[config.mk]
export PLATFORM = sky130hd
export DESIGN_NAME = spimaster
export DESIGN_NICKNAME = d
export VERILOG_FILES = /design/src/rtl/spi_pkg.sv /design/src/rtl/spi_txfifo.sv /design/src/rtl/spimaster.sv
export SDC_FILE = /design/constraint.sdc
export NUM_CORES = 1
export LEC_CHECK = 0
export ABC_AREA = 1
export ABC_CLOCK_PERIOD_IN_PS = 3100
export BUFFER_PORTS_ARGS = -buffer_cell sky130_fd_sc_hd__buf_2
export CORE_MARGIN = 10
export CORE_UTILIZATION = 54
export CTS_BUF_LIST = sky130_fd_sc_hd__clkbuf_4 sky130_fd_sc_hd__clkbuf_8
export DETAILED_ROUTE_END_ITERATION = 7
export PLACE_DENSITY = 0.72
export SYNTH_ARGS = -nofsm -noshare
export SYNTH_HDL_FRONTEND = slang
export SYNTH_SLANG_ARGS = --single-unit
[constraint.sdc]
create_clock -name clk -period 3.1 [get_ports clk]
set_clock_uncertainty 0.1 [all_clocks]
set_input_delay 0.31 -clock clk [delete_from_list [all_inputs] [get_ports clk]]
set_output_delay 0.31 -clock clk [all_outputs]
set_load 0.05 [all_outputs]
[src/rtl/spi_pkg.sv]
//==============================================================================
// Module   : spi_pkg
// Shared FSM encoding, FIFO depth and SPI mode constants for the SPI master.
// Revision : 1.0
//==============================================================================
`default_nettype none

package spi_pkg;

   typedef enum logic [2:0] {
      ST_IDLE  = 3'd0,
      ST_LEAD  = 3'd1,
      ST_HI    = 3'd2,
      ST_LO    = 3'd3,
      ST_TRAIL = 3'd4,
      ST_GAP   = 3'd5
   } spi_state_e;

   localparam int   FIFO_DEPTH = 8;
   localparam logic CPOL       = 1'b0;
   localparam logic CPHA       = 1'b0;

endpackage

`default_nettype wire

[src/rtl/spi_txfifo.sv]
//==============================================================================
// Module   : spi_txfifo
// 8x8 first-word-fall-through FIFO with occupancy count, full and empty.
// Revision : 1.0
//==============================================================================
`default_nettype none

module spi_txfifo
   import spi_pkg::*;
(
   input  logic       clk,
   input  logic       resetn,
   input  logic [7:0] wdata_i,
   input  logic       push_i,
   input  logic       pop_i,
   output logic [7:0] rdata_o,
   output logic [3:0] count_o,
   output logic       full_o,
   output logic       empty_o
);

   logic [7:0] mem_q [FIFO_DEPTH];
   logic [2:0] wptr_q, wptr_d;
   logic [2:0] rptr_q, rptr_d;
   logic [3:0] count_q, count_d;
   logic       w_do_push;
   logic       w_do_pop;

   assign full_o    = (count_q == 4'(FIFO_DEPTH));
   assign empty_o   = (count_q == 4'd0);
   assign count_o   = count_q;
   assign rdata_o   = mem_q[rptr_q];
   // A full FIFO drops the write even if a pop happens in the same cycle.
   assign w_do_push = push_i && !full_o;
   assign w_do_pop  = pop_i && !empty_o;

   always_comb begin
      wptr_d  = w_do_push ? wptr_q + 3'd1 : wptr_q;
      rptr_d  = w_do_pop  ? rptr_q + 3'd1 : rptr_q;
      count_d = count_q;
      case ({w_do_push, w_do_pop})
         2'b10:   count_d = count_q + 4'd1;
         2'b01:   count_d = count_q - 4'd1;
         default: count_d = count_q;
      endcase
   end

   always_ff @(posedge clk) begin
      if (w_do_push) begin
         mem_q[wptr_q] <= wdata_i;
      end
   end

   always_ff @(posedge clk or negedge resetn) begin
      if (!resetn) begin
         wptr_q  <= 3'd0;
         rptr_q  <= 3'd0;
         count_q <= 4'd0;
      end else begin
         wptr_q  <= wptr_d;
         rptr_q  <= rptr_d;
         count_q <= count_d;
      end
   end

endmodule

`default_nettype wire

[src/rtl/spimaster.sv]
//==============================================================================
// Module   : spimaster
// SPI mode-0 master: FIFO-fed MSB-first transmitter with full-duplex receive.
// Revision : 1.0
//==============================================================================
`default_nettype none

module spimaster
   import spi_pkg::*;
#(
   parameter int unsigned CLKDIV = 4
)
(
   input  logic       clk,
   input  logic       resetn,
   input  logic [7:0] wdata,
   input  logic       wstrb,
   output logic       full,
   output logic       busy,
   output logic [7:0] rdata,
   output logic       rvalid,
   output logic       ss,
   output logic       sclk,
   output logic       mosi,
   input  logic       miso
);

   localparam logic [7:0] HCNT_RELOAD = 8'(CLKDIV - 1);

   if (CLKDIV < 1 || CLKDIV > 255) begin : g_bad_clkdiv
      $error("spimaster: CLKDIV must be in 1..255");
   end
   if (CPOL != 1'b0 || CPHA != 1'b0) begin : g_bad_mode
      $error("spimaster: only SPI mode 0 is implemented");
   end

   spi_state_e state_q, state_d;
   logic [7:0] hcnt_q, hcnt_d;
   logic [2:0] bitcnt_q, bitcnt_d;
   logic [7:0] shreg_q, shreg_d;
   logic [7:0] rxsh_q, rxsh_d;
   logic [7:0] rdata_q, rdata_d;
   logic       rvalid_q, rvalid_d;
   logic       ss_q, ss_d;
   logic       sclk_q, sclk_d;
   logic       mosi_q, mosi_d;

   logic       w_pop;
   logic       w_tick;
   logic [7:0] w_fifo_rdata;
   logic [3:0] w_fifo_count;
   logic       w_fifo_full;
   logic       w_fifo_empty;

   spi_txfifo u_txfifo (
      .clk     (clk),
      .resetn  (resetn),
      .wdata_i (wdata),
      .push_i  (wstrb),
      .pop_i   (w_pop),
      .rdata_o (w_fifo_rdata),
      .count_o (w_fifo_count),
      .full_o  (w_fifo_full),
      .empty_o (w_fifo_empty)
   );

   assign w_tick = (hcnt_q == 8'd0);

   always_comb begin
      state_d  = state_q;
      hcnt_d   = (w_tick) ? HCNT_RELOAD : hcnt_q - 8'd1;
      bitcnt_d = bitcnt_q;
      shreg_d  = shreg_q;
      rxsh_d   = rxsh_q;
      rdata_d  = rdata_q;
      rvalid_d = 1'b0;
      ss_d     = ss_q;
      sclk_d   = sclk_q;
      mosi_d   = mosi_q;
      w_pop    = 1'b0;

      case (state_q)
         ST_IDLE: begin
            hcnt_d = HCNT_RELOAD;
            ss_d   = 1'b1;
            sclk_d = CPOL;
            if (!w_fifo_empty) begin
               w_pop    = 1'b1;
               shreg_d  = w_fifo_rdata;
               mosi_d   = w_fifo_rdata[7];
               ss_d     = 1'b0;
               bitcnt_d = 3'd0;
               state_d  = ST_LEAD;
            end
         end
         ST_LEAD, ST_LO: begin
            if (w_tick) begin
               sclk_d  = ~CPOL;
               rxsh_d  = {rxsh_q[6:0], miso};
               state_d = ST_HI;
            end
         end
         ST_HI: begin
            if (w_tick) begin
               sclk_d = CPOL;
               if (bitcnt_q != 3'd7) begin
                  bitcnt_d = bitcnt_q + 3'd1;
                  shreg_d  = {shreg_q[6:0], 1'b0};
                  mosi_d   = shreg_q[6];
                  state_d  = ST_LO;
               end else begin
                  rdata_d  = rxsh_q;
                  rvalid_d = 1'b1;
                  // Back-to-back bytes keep ss low and skip the lead-in.
                  if (!w_fifo_empty) begin
                     w_pop    = 1'b1;
                     shreg_d  = w_fifo_rdata;
                     mosi_d   = w_fifo_rdata[7];
                     bitcnt_d = 3'd0;
                     state_d  = ST_LO;
                  end else begin
                     state_d  = ST_TRAIL;
                  end
               end
            end
         end
         ST_TRAIL: begin
            if (w_tick) begin
               ss_d    = 1'b1;
               mosi_d  = 1'b0;
               state_d = ST_GAP;
            end
         end
         ST_GAP: begin
            if (w_tick) begin
               state_d = ST_IDLE;
            end
         end
         default: begin
            state_d = ST_IDLE;
         end
      endcase
   end

   always_ff @(posedge clk or negedge resetn) begin
      if (!resetn) begin
         state_q  <= ST_IDLE;
         hcnt_q   <= HCNT_RELOAD;
         bitcnt_q <= 3'd0;
         shreg_q  <= 8'd0;
         rxsh_q   <= 8'd0;
         rdata_q  <= 8'd0;
         rvalid_q <= 1'b0;
         ss_q     <= 1'b1;
         sclk_q   <= CPOL;
         mosi_q   <= 1'b0;
      end else begin
         state_q  <= state_d;
         hcnt_q   <= hcnt_d;
         bitcnt_q <= bitcnt_d;
         shreg_q  <= shreg_d;
         rxsh_q   <= rxsh_d;
         rdata_q  <= rdata_d;
         rvalid_q <= rvalid_d;
         ss_q     <= ss_d;
         sclk_q   <= sclk_d;
         mosi_q   <= mosi_d;
      end
   end

   assign full   = w_fifo_full;
   assign busy   = (state_q != ST_IDLE) || (w_fifo_count != 4'd0);
   assign rdata  = rdata_q;
   assign rvalid = rvalid_q;
   assign ss     = ss_q;
   assign sclk   = sclk_q;
   assign mosi   = mosi_q;

endmodule

`default_nettype wire

### After elaboration in Yosys (flattened, before gate mapping)

Memory sizes are Yosys's and may differ from the RTL's.
Cells that the tools add are included.

* $add $sub $neg: 6
* eq/ne operators: 14
* multiplexer cells: 37
* bitwise gates (word level): 1
* reduce and logical (&&, ||, !) cells: 23

Operators with widths (number)
* 2-to-1 mux 8 bit: 5
* 2-to-1 mux 3 bit: 10
* case mux 8 bit (2 select lines): 1
* case mux 3 bit (5 select lines): 1
* 2-to-1 mux 1 bit: 14
* != test 2 bit, second input constant: 5
* adder 3 x 1 -> 3 bit, second input constant: 3
* AND reduction 3 bit: 3
* nonzero test 3 bit: 3
* zero test 8 bit: 1
* case mux 4 bit (2 select lines): 1
* subtractor 8 x 1 -> 8 bit, second input constant: 1
* equality test 3 x 2 -> 1 bit, second input constant: 2
* equality test 3 bit, second input constant: 2
* case mux 1 bit (3 select lines): 2
* case mux 3 bit (2 select lines): 1
* AND reduction 2 bit: 3
* nonzero test 2 bit: 3
* AND reduction 5 bit: 1
* adder 4 x 1 -> 4 bit, second input constant: 1
* equality test 4 bit, second input constant: 1
* zero test 4 bit: 1
* case mux 1 bit (2 select lines): 2
* nonzero test 4 bit: 1
* 11 further kinds: 13

* bits in registers: 52
* RAM bits: 64
* bits of input ports: 12
* output and inout bits: 14
* word-level logic and storage cells: 95
* memories kept: 1

Memory list
* u_txfifo.mem_q: words 8, bits a word 8, rd ports 1, clocked after memory_dff 0, wr ports 1, line spi_txfifo.sv:22 `logic [7:0] mem_q [FIFO_DEPTH];`

### Logic depth before layout (Yosys ltp)

* word-level depth: 8
* mapped depth: 14
* depth with buffers taken out: 14

### By module

A second synthesis with hierarchy kept.

* cell total of the unflattened synthesis: 649
* area, all modules: 5637.9 um^2

By module, submodules not included
* spi_txfifo: times used 1, cells each 357, area an instance 3402.0 um^2, seq. area each 2172.1 um^2
* spimaster: times used 1, cells each 292, area an instance 2235.9 um^2, seq. area each 1029.7 um^2

### Least setup slack after synthesis

OpenSTA, ideal clock, no wires.

* kind: register -> register
* from: reg hcnt_q[0]
* to: reg u_txfifo.count_q[3], in the netlist u_txfifo.count_o[3]
* library setup time: 125 ps
* arrival: 2458 ps
* data required time: 2875 ps
* setup slack: 417 ps
* stages on the path, launching flop included: 15
* path buffers: 0
* period minus slack after synthesis: 2683 ps
* path through: dfstp_2 -> inv_1 -> ha_1 -> nand3_1 -> nor2_4 -> o21ai_2 -> nor2_4 -> nand2_4 -> inv_1 -> ha_1 -> ha_1 -> a21oi_1 -> o21ai_0 -> xor2_1 -> mux2_2

* word-level cells in the longest chain between the ends: 6
* elaborated cells between the ends (all ways): 8
* classes of those cells: eq/ne (2); mux (3); reduce/logical (3)

RTL lines
* start: declaration: line spimaster.sv:38 `logic [7:0] hcnt_q, hcnt_d;`
* start signal: assignment: line spimaster.sv:159 `hcnt_q <= hcnt_d;`
* zero test 8 bit *: line spimaster.sv:67 `assign w_tick = (hcnt_q == 8'd0);`
* 2-to-1 mux 1 bit *: line spimaster.sv:104 `if (w_tick) begin`
* case mux 1 bit (2 select lines) *: line spimaster.sv:82 `case (state_q)`
* logical AND 1 bit *: line spi_txfifo.sv:35 `assign w_do_pop = pop_i && !empty_o;`
* via u_txfifo.w_do_pop: line spi_txfifo.sv:27 `logic w_do_pop;`
* equality test 2 x 1 -> 1 bit or equality test 2 bit (tied branches): line spi_txfifo.sv:41 `case ({w_do_push, w_do_pop})`
* case mux 4 bit (2 select lines) or nonzero test 2 bit (tied branches)
* end signal: assignment: line spi_txfifo.sv:62 `count_q <= count_d;`
* end: declaration: line spi_txfifo.sv:25 `logic [3:0] count_q, count_d;`

The timed path passes the listed nets; every way through them passes the cells marked *.
A chain may end at the register's enable or synchronous reset.

### Worst setup path after layout

Ends and elaborated chain as after synthesis.

==> metrics <==
post-synthesis adder-cell area fraction 0.0264; Multi-input gate area between 1500 and 2000 um^2; number of global-route vias before repair about 3600; Leak 2.58 nW; Worst-Skew Late Latency approximately 0.42 ns; Hold Path Stages 3; Synth Cell Area just over 5000 um^2; Hold EP rxsh_q[0]; Critical Path RT ~3.3 ns; Ys Warns 0; R2R cell count 14; WL/cell between 15 and 20 um; Routed WL just over 10 mm; ranking of synthesized cells by area edfxtp_1 (38%), dfrtp_1 (24%), nand2_1 (11%); clk root buf clkbuf_8; Syn Nets roughly 520; Worst Tran Pin Value 0.907 ns; Synth Area in Simple Gates 0.195; total track usage 0.165; initial cell density of the core 0.549; die footprint about 14000 um^2; Worst Setup SP hcnt_q[0]; Crit. End Element register; Commonest cells post-synth nand2_1 (144), edfxtp_1 (64), inv_1 (49); Clk pin slew, worst setup/hold paths ~0.07 ns; pin count of the biggest net entering global routing 37; slowest CP cell dfstp_2; minimum clock period about 2.9 ns; hold path start miso; share of layout cells above drive strength 1 0.158; Post-DRT Antenna Nets 0; Synth Flop Type edfxtp_1; Seq/Total Area, Yosys 0.637; CTS tree yes; Die W roughly 120 um; Synth Area in Compound Gates 0.0660; Total Power Consumption between 0.005 and 0.006 W; relative slew slack 0.393; TritonRoute pass-1 iters 5; CP top delay family adder cells; PD cells 974 nW/um^2; WS Path Type register to register; I/O Buffers 25; Post-synth EDFFs between 60 and 70; routability cong. between 0.8 and 0.9; crit path max fanout 11; largest family of logic cells by synthesized area simple AND/OR/NAND/NOR gates; reg-to-reg endpoint u_txfifo.count_o[3]; RSZ-0062 raised after global routing false; Post-Synthesis Cells slightly below 500; crit-path most repeated cell ha_1; initial antenna violation count 0; initial drt markers 259; DIE HEIGHT approximately 120 um; core area a little over 9000 um^2; num ports 26; drt drc 0; Via Count between 3000 and 4000; worst vdd ir just over 500 uV; hpwl dp roughly 6.7 mm; data arrival time of the critical path a little over 3 ns; Post-synth ARST share 0.443; # setup viols final 0; Fmax around 350 MHz; maximum capacitance violations 0; vias per inst approximately 5.3; fill count a little over 700; first-pass GRT wire length 17.2 mm; most common cell in the netlist nand2_1; clock sinks about 120; mux contribution to synthesized area 0.00224; cell taking the most area after synthesis edfxtp_1; Max Buffers Root-to-Sink 2; register area roughly 3200 um^2; post-synth cell types 35; r2r startpoint hcnt_q[0]; synthesized area per cell 10.2 um^2; flop2flop setup slack approximately 0.21 ns; Worst Hold Class primary input to register; Setup Buffers After CTS 0; Yosys top cell area share 0.382; crit path buf inv count 2; outcome complete, no violations; setup TNS 0 ns; Post-Synth XOR/XNOR Area 0.0207; final hold vios 0; P&R area growth vs syn 14.9%; crit start category register; Crit path largest cell delay 0.53 ns; fin nets around 560; Slew Viols, Final 0; H-tree levels 4; # diodes 0; num rows 35; cts bufs inserted 17; synthesis-stage register bit count approximately 120; Final Cycle Share 0.933; gr ovfl total 0; Cell Chain, Critical Path inv_1, ha_1, nand3_1, nor2_4, o21ai_4, nor2_4, nand2_4, inv_1, ha_1, ha_1, a21oi_1, o21ai_0, xor2_1, mux2_2
-- power by group --
part | internal (W) | switching (W) | total, W
clock network | 0.000962 | 0.000606 | 0.00157
registers | 0.00198 | 0.000194 | 0.00218
logic | 0.000619 | 0.00126 | 0.00188
total | 0.00356 | 0.00206 | 0.00563
-- through the flow --
step | utilization | cell area, um^2 | worst slack (ns) | cells | hold slack, ns
after floorplan | - | 5030 | 0.417 | 494 | -0.0856
after global placement | 0.580 | 5310 | 0.268 | 628 | 0.334
after detailed placement | 0.580 | 5310 | 0.173 | 628 | 0.342
after CTS | 0.630 | 5770 | 0.162 | 661 | 0.0384
after global routing | 0.631 | 5780 | 0.00632 | 661 | 0.0586
final | 0.631 | 5780 | 0.207 | 661 | 0.0471
-- cell families (layout without fill, tap and decap cells) --
logic type,after synthesis,after routing
and+or+nand+nor,232,232
xor gates and xnor gates,11,11
muxes,1,1
DFF,115,115
adders and majority gates,10,10
buffers and inverters,65,121
AOI/OAI and AO/OA,60,60
-- layout make-up --
class / count / area share
clock buffers: 18 / 0.0418
clock inverters: 14 / 0.0366
inverters: 51 / 0.0331
multi-input cells: 314 / 0.271
flip-flops and latches: 115 / 0.554
well taps: 111 / 0.0240
repair buffers: 38 / 0.0390
-- sequential cells by signal (all words and copies together), names as in the netlist --
name              cells
bitcnt_q              3
hcnt_q                8
mosi                  1
rdata                 8
rvalid                1
rxsh_q                8
sclk                  1
shreg_q               7
ss                    1
state_q               3
u_txfifo.count_o      4
u_txfifo.mem_q       64
u_txfifo.rptr_q       3
u_txfifo.wptr_q       3
-- metal layers --
layer / share of wire / vias to the layer above / routed length [um] / track usage
met4: 0.016 / 0 / 167 / 0.0792
li1: - / 1708 / - / -
met3: 0.053 / 19 / 542 / 0.0329
met2: 0.50 / 100 / 5140 / 0.270
met5: 0 / - / 0 / 0
met1: 0.43 / 1660 / 4350 / 0.204
-- worst max-delay path by stage --
stage	to	slack [ns]	depth (start not counted)
floorplan	u_txfifo.count_o[3]	0.42	14
detailed placement	u_txfifo.count_o[3]	0.17	14
CTS	u_txfifo.count_o[3]	0.16	14
finish	u_txfifo.count_o[3]	0.21	14
global placement	u_txfifo.count_o[3]	0.27	14
global route	u_txfifo.count_o[3]	0.006	14
-- layout by cell type, fill, tap and decap left out, drive strengths merged --
| master | n |
|---|---|
| o31ai | 1 |
| xor2 | 8 |
| inv | 51 |
| fa | 1 |
| clkinv | 5 |
| nand3 | 35 |
| nand4 | 1 |
| dfstp | 3 |
| a22oi | 6 |
| nor2b | 1 |
| dlygate4sd3 | 1 |
| a21oi | 25 |
| nor2 | 47 |
| xnor2 | 3 |
| clkinvlp | 4 |
| buf | 37 |
| o21ai | 27 |
| dfrtp | 48 |
| o211ai | 1 |
| ha | 9 |
| nand2 | 145 |
| edfxtp | 64 |
| or2 | 2 |
| bufinv | 5 |
| or3 | 1 |
| clkbuf | 18 |
| mux2 | 1 |
-- worst reg2reg max path, stage by stage (launching register included) --
cell and delay (ns):
dfstp_2 0.53, inv_1 0.07, ha_1 0.19, nand3_1 0.13, nor2_4 0.07, o21ai_4 0.17
nor2_4 0.06, nand2_4 0.13, inv_1 0.08, ha_1 0.25, ha_1 0.33, a21oi_1 0.14
o21ai_0 0.13, xor2_1 0.15, mux2_2 0.26
-- timing repair --
action	in CTS	in global routing
endpoints found under the hold margin	32	0
hold buffers	1	0
endpoints found under the setup margin	0	1
gates resized for setup	0	1
Note: power is estimated with default switching activity, not from simulation.
